File: config.mk
export PLATFORM = sky130hd
export DESIGN_NAME = adc_capture_ctrl_flat
export DESIGN_NICKNAME = d
export VERILOG_FILES = /design/src/rtl/adc_capture_ctrl_pkg.sv /design/src/rtl/adc_capture_ctrl_if.sv /design/src/rtl/adc_capture_ctrl_decimator.sv /design/src/rtl/adc_capture_ctrl.sv /design/src/flat_wrapper.sv
export SDC_FILE = /design/constraint.sdc
export NUM_CORES = 1
export LEC_CHECK = 0
export CAP_MARGIN = 20
export CORE_MARGIN = 3
export CORE_UTILIZATION = 30
export DETAILED_ROUTE_END_ITERATION = 7
export GPL_TIMING_DRIVEN = 0
export PLACE_DENSITY = 0.51
export SYNTH_ARGS = -nofsm -noshare
export SYNTH_HDL_FRONTEND = slang
export SYNTH_SLANG_ARGS = --single-unit
File: constraint.sdc
create_clock -name clk -period 2.7 [get_ports clk]
set_input_delay 0.675 -clock clk [delete_from_list [all_inputs] [get_ports clk]]
set_output_delay 0.675 -clock clk [all_outputs]
set_load 0.005 [all_outputs]
File: src/rtl/adc_capture_ctrl_pkg.sv
// ----------------------------------------------------------------------------
// adc_capture_ctrl_pkg
// Shared types and helpers for the ADC capture path.
//   cap_state_t  : capture sequencer states
//   adc_sample_t : packed 32-bit BRAM word holding both 12-bit channels
//   pack_sample  : builds an adc_sample_t from two raw channel samples
// ----------------------------------------------------------------------------
package adc_capture_ctrl_pkg;

    localparam int ADC_W = 12;

    typedef enum logic [1:0] {
        CAP_IDLE    = 2'd0,
        CAP_ARMED   = 2'd1,
        CAP_CAPTURE = 2'd2,
        CAP_DONE    = 2'd3
    } cap_state_t;

    // Channel 1 in the upper half-word, channel 0 in the lower half-word,
    // each right-aligned with its top nibble forced to zero.
    typedef struct packed {
        logic [3:0]       rsvd_hi;
        logic [ADC_W-1:0] ch1;
        logic [3:0]       rsvd_lo;
        logic [ADC_W-1:0] ch0;
    } adc_sample_t;

    function automatic adc_sample_t pack_sample(input logic [ADC_W-1:0] ch0,
                                                input logic [ADC_W-1:0] ch1);
        adc_sample_t s;
        s.rsvd_hi = 4'h0;
        s.ch1     = ch1;
        s.rsvd_lo = 4'h0;
        s.ch0     = ch0;
        return s;
    endfunction

endpackage

File: src/rtl/adc_capture_ctrl_if.sv
// ----------------------------------------------------------------------------
// adc_capture_ctrl_if
// Simple BRAM write port carrying packed ADC samples.
//   mem_we    : write enable (one word per asserted cycle)
//   mem_addr  : word address, ADDR_W bits
//   mem_wdata : packed adc_sample_t
// Modports: master (capture controller drives), slave (BRAM side).
// ----------------------------------------------------------------------------
interface adc_capture_ctrl_if #(
    parameter int ADDR_W = 12
);
    import adc_capture_ctrl_pkg::*;

    logic              mem_we;
    logic [ADDR_W-1:0] mem_addr;
    adc_sample_t       mem_wdata;

    modport master (
        output mem_we,
        output mem_addr,
        output mem_wdata
    );

    modport slave (
        input mem_we,
        input mem_addr,
        input mem_wdata
    );

endinterface

File: src/rtl/adc_capture_ctrl_decimator.sv
// ----------------------------------------------------------------------------
// adc_decimator
// Keeps 1 of every (decim+1) valid samples while enabled.
//   clk, rst_n : clock, synchronous active-low reset
//   load       : forces the counter to 0 so the next valid sample is kept
//   en         : decimation active
//   valid      : sample strobe
//   decim      : keep ratio minus one
//   keep       : combinational strobe, high for a sample that must be kept
// ----------------------------------------------------------------------------
module adc_decimator #(
    parameter int DECIM_W = 8
) (
    input  logic               clk,
    input  logic               rst_n,
    input  logic               load,
    input  logic               en,
    input  logic               valid,
    input  logic [DECIM_W-1:0] decim,
    output logic               keep
);

    localparam logic [DECIM_W-1:0] CNT_ONE = {{(DECIM_W-1){1'b0}}, 1'b1};

    logic [DECIM_W-1:0] cnt_reg;
    logic [DECIM_W-1:0] cnt_next;

    assign keep = en & valid & (cnt_reg == '0);

    always_comb begin
        cnt_next = cnt_reg;
        if (load) begin
            cnt_next = '0;
        end else if (en && valid) begin
            // A kept sample reloads the skip count; skipped samples count down.
            cnt_next = (cnt_reg == '0) ? decim : (cnt_reg - CNT_ONE);
        end
    end

    always_ff @(posedge clk) begin
        if (!rst_n) begin
            cnt_reg <= '0;
        end else begin
            cnt_reg <= cnt_next;
        end
    end

endmodule

File: src/rtl/adc_capture_ctrl.sv
// ----------------------------------------------------------------------------
// adc_capture_ctrl
// Single-shot capture of dual-channel ADC samples into a BRAM buffer.
// Armed by software, waits for a software or external-edge trigger, then
// writes cfg_len decimated samples (0 = full depth) starting at address 0.
//   clk, rst_n       : system clock, synchronous active-low reset
//   adc_valid/ch0/ch1: ADC sample stream
//   ext_trig         : external trigger level (rising edge is used)
//   cfg_arm/abort/sw_trig : single-cycle control pulses
//   cfg_trig_sel     : 0 = software trigger, 1 = external rising edge
//   cfg_len, cfg_decim : capture length and decimation, latched at arm
//   mem              : BRAM write port (master)
//   st_busy/st_done/st_count : status back to the CSR block
// ----------------------------------------------------------------------------
module adc_capture_ctrl
    import adc_capture_ctrl_pkg::*;
#(
    parameter int ADDR_W  = 12,
    parameter int DECIM_W = 8
) (
    input  logic               clk,
    input  logic               rst_n,
    input  logic               adc_valid,
    input  logic [ADC_W-1:0]   adc_ch0,
    input  logic [ADC_W-1:0]   adc_ch1,
    input  logic               ext_trig,
    input  logic               cfg_arm,
    input  logic               cfg_abort,
    input  logic               cfg_sw_trig,
    input  logic               cfg_trig_sel,
    input  logic [ADDR_W-1:0]  cfg_len,
    input  logic [DECIM_W-1:0] cfg_decim,
    adc_capture_ctrl_if.master mem,
    output logic               st_busy,
    output logic               st_done,
    output logic [ADDR_W:0]    st_count
);

    localparam logic [ADDR_W:0]   FULL_DEPTH = {1'b1, {ADDR_W{1'b0}}};
    localparam logic [ADDR_W:0]   COUNT_ONE  = {{ADDR_W{1'b0}}, 1'b1};
    localparam logic [ADDR_W-1:0] ADDR_ONE   = {{(ADDR_W-1){1'b0}}, 1'b1};

    cap_state_t         state_reg;
    cap_state_t         state_next;

    // Configuration shadows, frozen at arm time
    logic [ADDR_W-1:0]  len_reg;
    logic [DECIM_W-1:0] decim_reg;
    logic               trig_sel_reg;

    logic               ext_trig_prev_reg;
    logic [ADDR_W-1:0]  addr_reg;
    logic               we_reg;
    logic [ADDR_W-1:0]  wr_addr_reg;
    adc_sample_t        wdata_reg;
    logic               done_reg;
    logic [ADDR_W:0]    count_reg;

    logic               trig_hit;
    logic               keep;
    logic               last_keep;
    logic [ADDR_W:0]    target_len;
    logic [ADDR_W:0]    count_inc;

    logic               busy;
    logic               cap_en;
    logic               arm_accept;
    logic               trig_accept;

    assign trig_hit   = trig_sel_reg ? (ext_trig & ~ext_trig_prev_reg) : cfg_sw_trig;
    assign target_len = (len_reg == '0) ? FULL_DEPTH : {1'b0, len_reg};
    assign count_inc  = count_reg + COUNT_ONE;
    // count_reg already includes every write issued so far, so the sample
    // kept now is the terminal one when it brings the total to the target.
    assign last_keep  = keep & (count_inc == target_len);

    adc_decimator #(
        .DECIM_W (DECIM_W)
    ) u_decim (
        .clk   (clk),
        .rst_n (rst_n),
        .load  (trig_accept),
        .en    (cap_en),
        .valid (adc_valid),
        .decim (decim_reg),
        .keep  (keep)
    );

    // State register
    always_ff @(posedge clk) begin
        if (!rst_n) begin
            state_reg <= CAP_IDLE;
        end else begin
            state_reg <= state_next;
        end
    end

    // Next-state logic; abort takes priority over every other event
    always_comb begin
        state_next = state_reg;
        unique case (state_reg)
            CAP_IDLE: begin
                if (cfg_arm && !cfg_abort) state_next = CAP_ARMED;
            end
            CAP_ARMED: begin
                if (cfg_abort)     state_next = CAP_IDLE;
                else if (trig_hit) state_next = CAP_CAPTURE;
            end
            CAP_CAPTURE: begin
                if (cfg_abort)      state_next = CAP_IDLE;
                else if (last_keep) state_next = CAP_DONE;
            end
            CAP_DONE: begin
                state_next = CAP_IDLE;
            end
            default: state_next = CAP_IDLE;
        endcase
    end

    // State-decoded control outputs
    always_comb begin
        busy        = 1'b0;
        cap_en      = 1'b0;
        arm_accept  = 1'b0;
        trig_accept = 1'b0;
        unique case (state_reg)
            CAP_IDLE: begin
                arm_accept = cfg_arm & ~cfg_abort;
            end
            CAP_ARMED: begin
                busy        = 1'b1;
                trig_accept = trig_hit & ~cfg_abort;
            end
            CAP_CAPTURE: begin
                busy   = 1'b1;
                cap_en = 1'b1;
            end
            default: begin
                busy = 1'b0;
            end
        endcase
    end

    // Datapath: shadows, write register, address and status counters.
    // A sample kept in the abort cycle is still written; the abort only
    // stops further keeps and suppresses the done flag.
    always_ff @(posedge clk) begin
        if (!rst_n) begin
            len_reg           <= '0;
            decim_reg         <= '0;
            trig_sel_reg      <= 1'b0;
            ext_trig_prev_reg <= 1'b0;
            addr_reg          <= '0;
            we_reg            <= 1'b0;
            wr_addr_reg       <= '0;
            wdata_reg         <= '0;
            done_reg          <= 1'b0;
            count_reg         <= '0;
        end else begin
            ext_trig_prev_reg <= ext_trig;
            we_reg            <= keep;

            if (keep) begin
                wr_addr_reg <= addr_reg;
                wdata_reg   <= pack_sample(adc_ch0, adc_ch1);
                // Natural ADDR_W wrap only happens on the terminal write of a
                // full-depth capture, so no location is overwritten.
                addr_reg    <= addr_reg + ADDR_ONE;
                count_reg   <= count_inc;
            end

            if (arm_accept) begin
                len_reg      <= cfg_len;
                decim_reg    <= cfg_decim;
                trig_sel_reg <= cfg_trig_sel;
                done_reg     <= 1'b0;
                count_reg    <= '0;
            end

            if (trig_accept) begin
                addr_reg <= '0;
            end

            // DONE is the cycle carrying the last write, so the flag lands
            // one cycle after it.
            if (state_reg == CAP_DONE) begin
                done_reg <= 1'b1;
            end
        end
    end

    assign mem.mem_we    = we_reg;
    assign mem.mem_addr  = wr_addr_reg;
    assign mem.mem_wdata = wdata_reg;
    assign st_busy       = busy;
    assign st_done       = done_reg;
    assign st_count      = count_reg;

endmodule

File: src/flat_wrapper.sv
// flat-port wrapper written by rule: the top's interface ports become plain ports
module adc_capture_ctrl_flat import adc_capture_ctrl_pkg::*;
#(
    parameter int ADDR_W  = 12,
    parameter int DECIM_W = 8
)
  (clk, rst_n, adc_valid, adc_ch0, adc_ch1, ext_trig, cfg_arm, cfg_abort, cfg_sw_trig, cfg_trig_sel, cfg_len, cfg_decim, st_busy, st_done, st_count, mem_mem_we, mem_mem_addr, mem_mem_wdata);
  adc_capture_ctrl_if #(.ADDR_W(ADDR_W)) mem_i ();
  input  logic clk;
  input  logic rst_n;
  input  logic adc_valid;
  input  logic [ADC_W-1:0] adc_ch0;
  input  logic [ADC_W-1:0] adc_ch1;
  input  logic ext_trig;
  input  logic cfg_arm;
  input  logic cfg_abort;
  input  logic cfg_sw_trig;
  input  logic cfg_trig_sel;
  input  logic [ADDR_W-1:0] cfg_len;
  input  logic [DECIM_W-1:0] cfg_decim;
  output logic st_busy;
  output logic st_done;
  output logic [ADDR_W:0] st_count;
  output wire logic [$bits(mem_i.mem_we)-1:0] mem_mem_we;
  output wire logic [$bits(mem_i.mem_addr)-1:0] mem_mem_addr;
  output wire logic [$bits(mem_i.mem_wdata)-1:0] mem_mem_wdata;
  assign mem_mem_we = mem_i.mem_we;
  assign mem_mem_addr = mem_i.mem_addr;
  assign mem_mem_wdata = mem_i.mem_wdata;
  adc_capture_ctrl #(.ADDR_W(ADDR_W), .DECIM_W(DECIM_W)) u_core (.clk(clk), .rst_n(rst_n), .adc_valid(adc_valid), .adc_ch0(adc_ch0), .adc_ch1(adc_ch1), .ext_trig(ext_trig), .cfg_arm(cfg_arm), .cfg_abort(cfg_abort), .cfg_sw_trig(cfg_sw_trig), .cfg_trig_sel(cfg_trig_sel), .cfg_len(cfg_len), .cfg_decim(cfg_decim), .mem(mem_i), .st_busy(st_busy), .st_done(st_done), .st_count(st_count));
endmodule
Word-level counts from Yosys, hierarchy flattened
Index checks and enable logic that the tools add are counted.
{ "op_classes": {"multipliers": 0, "muxes": 15, "n_shift": 0, "n_bitwise": 9, "add_sub_neg": 3, "eq_ne": 7, "n_div": 0, "order_cmp": 0, "reduce_logical": 11} }
{ "ops": {"columns": ["operator", "n"], "rows": [
  ["$add A13 B1 Y13 const B", 1],
  ["$eq A13 B13 Y1", 1],
  ["$mux W13", 1],
  ["$add A12 B1 Y12 const B", 1],
  ["$logic_not A12 Y1", 1],
  ["$mux W2", 5],
  ["$logic_not A8 Y1", 1],
  ["$mux W8", 1],
  ["$pmux W2 S4", 1],
  ["$sub A8 B1 Y8 const B", 1],
  ["$mux W1", 7],
  ["$and A1 B1 Y1", 6],
  ["$ne A3 B2 Y1 const B", 2],
  ["$reduce_or A2 Y1", 3],
  ["$eq A2 B2 Y1 const B", 2],
  ["$not A1 Y1", 3],
  ["$reduce_and A3 Y1", 1],
  ["$eq A2 B1 Y1 const B", 1],
  ["$logic_and A1 B1 Y1", 2],
  ["$logic_not A2 Y1", 1],
  ["$ne A2 B1 Y1 const B", 1],
  ["$reduce_bool A2 Y1", 1],
  ["$logic_not A1 Y1", 1]
]} }
{ "totals": {"ram_bits": 0, "regBits": 95, "romBits": 0, "out_inout_bits": 60, "in_bits": 52, "latch_bits": 0, "memories": 0, "wordCells": 58} }

Longest topological paths before layout
Gate-level depths: netlist of the first run.
{ "logic_depth": {"ltp_word": 8, "ltp_mapped": 8} }

By module
Synthesis of the first run repeated with hierarchy kept, for this count alone.
{ "hier_totals": {"hier_cells": 490, "hier_area_um2": 4429.2} }
{ "by_module_without_submodules": {"columns": ["module", "instances", "seq_area_each_um2", "cells_each", "area_per_inst_um2"], "rows": [
  ["adc_capture_ctrl", 1, 1741.7, 427, 3905.0],
  ["adc_decimator", 1, 160.2, 63, 524.3]
]} }

Worst setup path before layout of the first run
No wires, ideal clock.
{ "synth_timing": {"path_kind": "reg2reg", "from": "reg u_core.count_reg[0] (netlist: u_core.st_count[0])", "to": "reg u_core.state_reg[0]", "slack_ns": 0.540, "required_time_ns": 2.575, "arrival_time_ns": 2.036, "path_stages_with_launch": 9, "setup_ns": 0.125, "synth_period_minus_slack_ns": 2.160, "n_path_buf": 1, "cell_sequence": "dfxtp_1 ha_1 and3_2 clkbuf_1 a31oi_1 nand4b_1 a2111oi_4 a41oi_2 mux2i_1"} }
{ "synth_between": {"elab_chain_len": 5} }
{ "synth_lines": {"columns": ["item", "line_no", "source"], "rows": [
  ["start: declaration", "adc_capture_ctrl.sv:57", "logic [ADDR_W:0] count_reg;"],
  ["start signal: assignment", "adc_capture_ctrl.sv:169", "count_reg <= count_inc;"],
  ["$add A13 B1 Y13", "adc_capture_ctrl.sv:72", "assign count_inc = count_reg + COUNT_ONE;"],
  ["$eq A13 B13 Y1", "adc_capture_ctrl.sv:75", "assign last_keep = keep & (count_inc == target_len);"],
  ["$and A1 B1 Y1", "adc_capture_ctrl.sv:75", null],
  ["$ne A3 B2 Y1 (no line)", null, null],
  ["$reduce_and A3 Y1 (no line)", null, null],
  ["end signal: assignment", "adc_capture_ctrl.sv:94", "state_reg <= state_next;"],
  ["end: declaration", "adc_capture_ctrl.sv:43", "cap_state_t state_reg;"]
]} }
Every way passes these cells.
A chain may end at the register's enable or synchronous reset.

Final worst setup path of the first run
Same ends and word-level chain as after synthesis.

==> impl_metrics.py, run 1 <==
metrics = {
    "layout": {
        "finish.utilization_pct": 42.43,
        "diodes": 0,
        "area_growth_pct": 35.76,
        "largest_reg_flops": 24,
        "layout_common_cells": "136 x nand2_1, 103 x clkdlybuf4s50_1, 95 x dfxtp_1",
        "final_nets": 707,
        "stdcell_count": 832,
        "final_area_mm2": 0.005981,
        "drive_above_1_share_pct": 6.135,
        "final_common_cell": "nand2_1",
    },
    "logic_synthesis": {
        "ys_ff_latch": 95,
        "synth_area_leader_cell": "dfxtp_1",
        "synth_mux_area_share_pct": 1.448,
        "synthArstFlopShare_pct": 0,
        "yosys_warnings": 0,
        "synthDistinctLibCells": 54,
        "ys.flop_type": "dfxtp_1",
        "yosysTopAreaCellShare_pct": 43.17,
        "synthAdderAreaFrac_pct": 2.272,
        "synth_top_family_by_area": "simple AND/OR/NAND/NOR gates",
        "syn_area_per_cell_um2": 8.375,
        "synthSimpleGateAreaFrac_pct": 24.91,
        "syn_inst": 526,
        "synth_edf_count": 0,
        "netlist_top_cells_area": "dfxtp_1 43%, nand2_1 12%, a21boi_0 8.7%",
        "syn_area_mm2": 0.004405,
        "synth_xor_area_share_pct": 7.356,
        "synth_compound_area_share_pct": 16.07,
        "ys_seq_area_share_pct": 43.17,
    },
    "die": {
        "rows": 43,
        "pin_count": 112,
        "start_util_pct": 31.25,
        "dieArea_mm2": 0.01617,
        "die_w_um": 127.2,
        "core-area_mm2": 0.01410,
        "die_h_um": 127.2,
    },
    "cts": {
        "ctsHtreeMaxLevel": 3,
        "cts_tree": "yes",
        "clk_pin_slew_ns": 0.07,
        "cts_root_buffer": "clkbuf_16",
        "numCtsBuffers": 9,
        "cts_resized": 0,
        "cts.path.max_buffers": 2,
        "hold_buffers": 0,
        "insertion_delay_ns": 0.35,
        "cts_setup_buffers": 0,
        "clock_sinks": 95,
    },
    "placed_design": {
        "dp_cells": 816,
        "placed_area_mm2": 0.005688,
        "hpwl_mm": 8.778,
        "io_buffers": 103,
        "gp_congestion": 0.8207,
        "pre_cts_slack_ns": -0.2753,
    },
    "sta": {
        "slew_violations": 0,
        "final_hold_viol_count": 0,
        "fmax_mhz": 401.9,
        "relSlewSlack_pct": 58.22,
        "rsz0062_at_grt": "false",
        "finalClockSkew_ns": 0.008273,
        "worst_pin_slew_ns": 0.6220,
        "fin_crit_sh_pct": 92.16,
        "fin_ws_ns": 0.2117,
        "setup_viol": 0,
        "fin_crit_ns": 2.488,
    },
    "critical_path": {
        "worstSetupPathType": "flop to flop",
        "cp.required_ns": 2.93,
        "end_kind": "flop",
        "crit_arrival_ns": 2.72,
        "cpPeakStageDelay_ns": 0.52,
        "crit_chain": "ha_1 -> and3_2 -> clkbuf_1 -> a31oi_1 -> nand4b_1 -> a2111oi_4 -> a41oi_2 -> mux2i_1",
        "critPathSlowestCell": "dfxtp_1",
        "cp_max_fo": 6,
        "critical_path.startpoint_type": "flop",
    },
    "grt": {
        "antenna_found_initial": 0,
        "grt_pass1_vias": 3758,
        "grt_max_degree": 16,
        "grt_overflow": 0,
        "grt_first_pass_wirelength_mm": 18.87,
        "grt_usage_pct": 14.65,
    },
    "drt": {
        "drt_drc_violations_left": 0,
        "drt-initial-drc-count": 188,
        "via_per_inst": 4.655,
        "ant_nets": 0,
        "num_vias": 3873,
        "drtPass1Iterations": 4,
        "routed_wirelength_mm": 11.57,
        "post_drt_wl_per_cell_um": 13.91,
    },
    "power": {
        "ir_drop_mv": 0.2432,
        "power_density_mw_per_mm2": 517.3,
        "p_leak_uw": 0.002075,
    },
    "min_path": {
        "min_path_type": "flop to flop",
    },
    "status": {
        "status": "completed",
    },
    "run": {
        "cap_violations": 0,
    },
}
==> stage by stage <==
| stage | hold WS, ns | setup TNS (ns) | power [µW] |
|---|---|---|---|
| floorplan | 0.4410 | 0 | 1690 |
| global placement | 0.4429 | -4.919 | 1847 |
| detailed placement | 0.4470 | -7.391 | 1849 |
| CTS | 0.4567 | 0 | 3132 |
| global route | 0.4783 | 0 | 3227 |
| finish | 0.4534 | 0 | 3094 |
==> worst max-delay path, delay by kind of cell (launching register included) <==
family,cells,cell delay [ns]
compound gates,3,0.68
fa+ha+maj,1,0.32
buf+inv,1,0.23
flops,1,0.52
mux,1,0.15
simple gates,2,0.46
==> synthesized netlist by cell type (2+ instances only) <==
cell type	instances
o211ai_1	2
nand3_1	16
and3_1	4
inv_1	9
nand4_1	9
nor2_1	30
o21ai_0	9
mux2i_1	3
mux2_2	3
buf_4	8
nor3_1	7
dfxtp_1	95
a21boi_0	51
ha_1	8
or3_1	4
a21oi_1	12
nor2b_1	2
and2_1	4
xnor2_1	19
a221oi_1	2
clkbuf_1	26
nor4_1	7
buf_2	3
a21boi_1	6
nand3b_1	2
or4_1	2
a31oi_1	2
xor2_1	18
and3b_1	2
nand2_1	136
nand2b_1	2
==> path summary, 6_finish.rpt <==
check | cells after the start | end | startpoint | slack, ns
max | 8 | u_core.state_reg[0]$_SDFFE_PN0P_ | u_core.st_count[0]$_SDFFE_PP0P_ | 0.21
min | 2 | u_core.mem.mem_addr[10]$_SDFFE_PN0P_ | u_core.mem.mem_addr[10]$_SDFFE_PN0P_ | 0.45
max reg2reg | 8 | u_core.state_reg[0]$_SDFFE_PN0P_ | u_core.st_count[0]$_SDFFE_PP0P_ | 0.21
min reg2reg | 2 | u_core.mem.mem_addr[10]$_SDFFE_PN0P_ | u_core.mem.mem_addr[10]$_SDFFE_PN0P_ | 0.45
==> power by group <==
part           internal [µW]  total (µW)  switching, µW  leakage (µW)
sequential              1430        1460           31.8      0.000768
combinational            185         350            164       0.00116
clock                    721        1280            558      0.000144
==> kinds of logic (layout without fill, tap and decap cells) <==
family,after synthesis,count (layout)
adder cells (fa/ha/maj),8,8
other,1,8
buffers and inverters,46,165
XOR/XNOR,37,37
AO/OA/AOI/OAI,96,96
AND/OR/NAND/NOR,237,237
multiplexers,6,6
flip-flops,95,95
==> layer usage <==
layer | global-route usage, % | share of wire (%) | up-vias
met4 | 5.363 | 1.6 | 0
met3 | 3.930 | 6.7 | 12
met1 | 20.31 | 49 | 1765
met5 | 0 | 0 | -
met2 | 21.89 | 43 | 94
li1 | - | - | 2002
==> cell type report <==
type / count / area [µm²]
clock buffer: 11 / 232.7
buffer: 37 / 175.2
tap: 180 / 225.2
clock inverter: 5 / 57.56
multi-input combinational: 392 / 2323
timing repair buffer: 103 / 1031
fill: 1420 / 8115
sequential: 95 / 1902
inverter: 9 / 33.78
Note: power is estimated with default switching activity, not from simulation.
==> run 2: changes to the inputs <==
GPL_ROUTABILITY_DRIVEN = 0   (was not set)
==> results of run 2 <==
Final layout, timing and power as in run 1 (identical DEF).
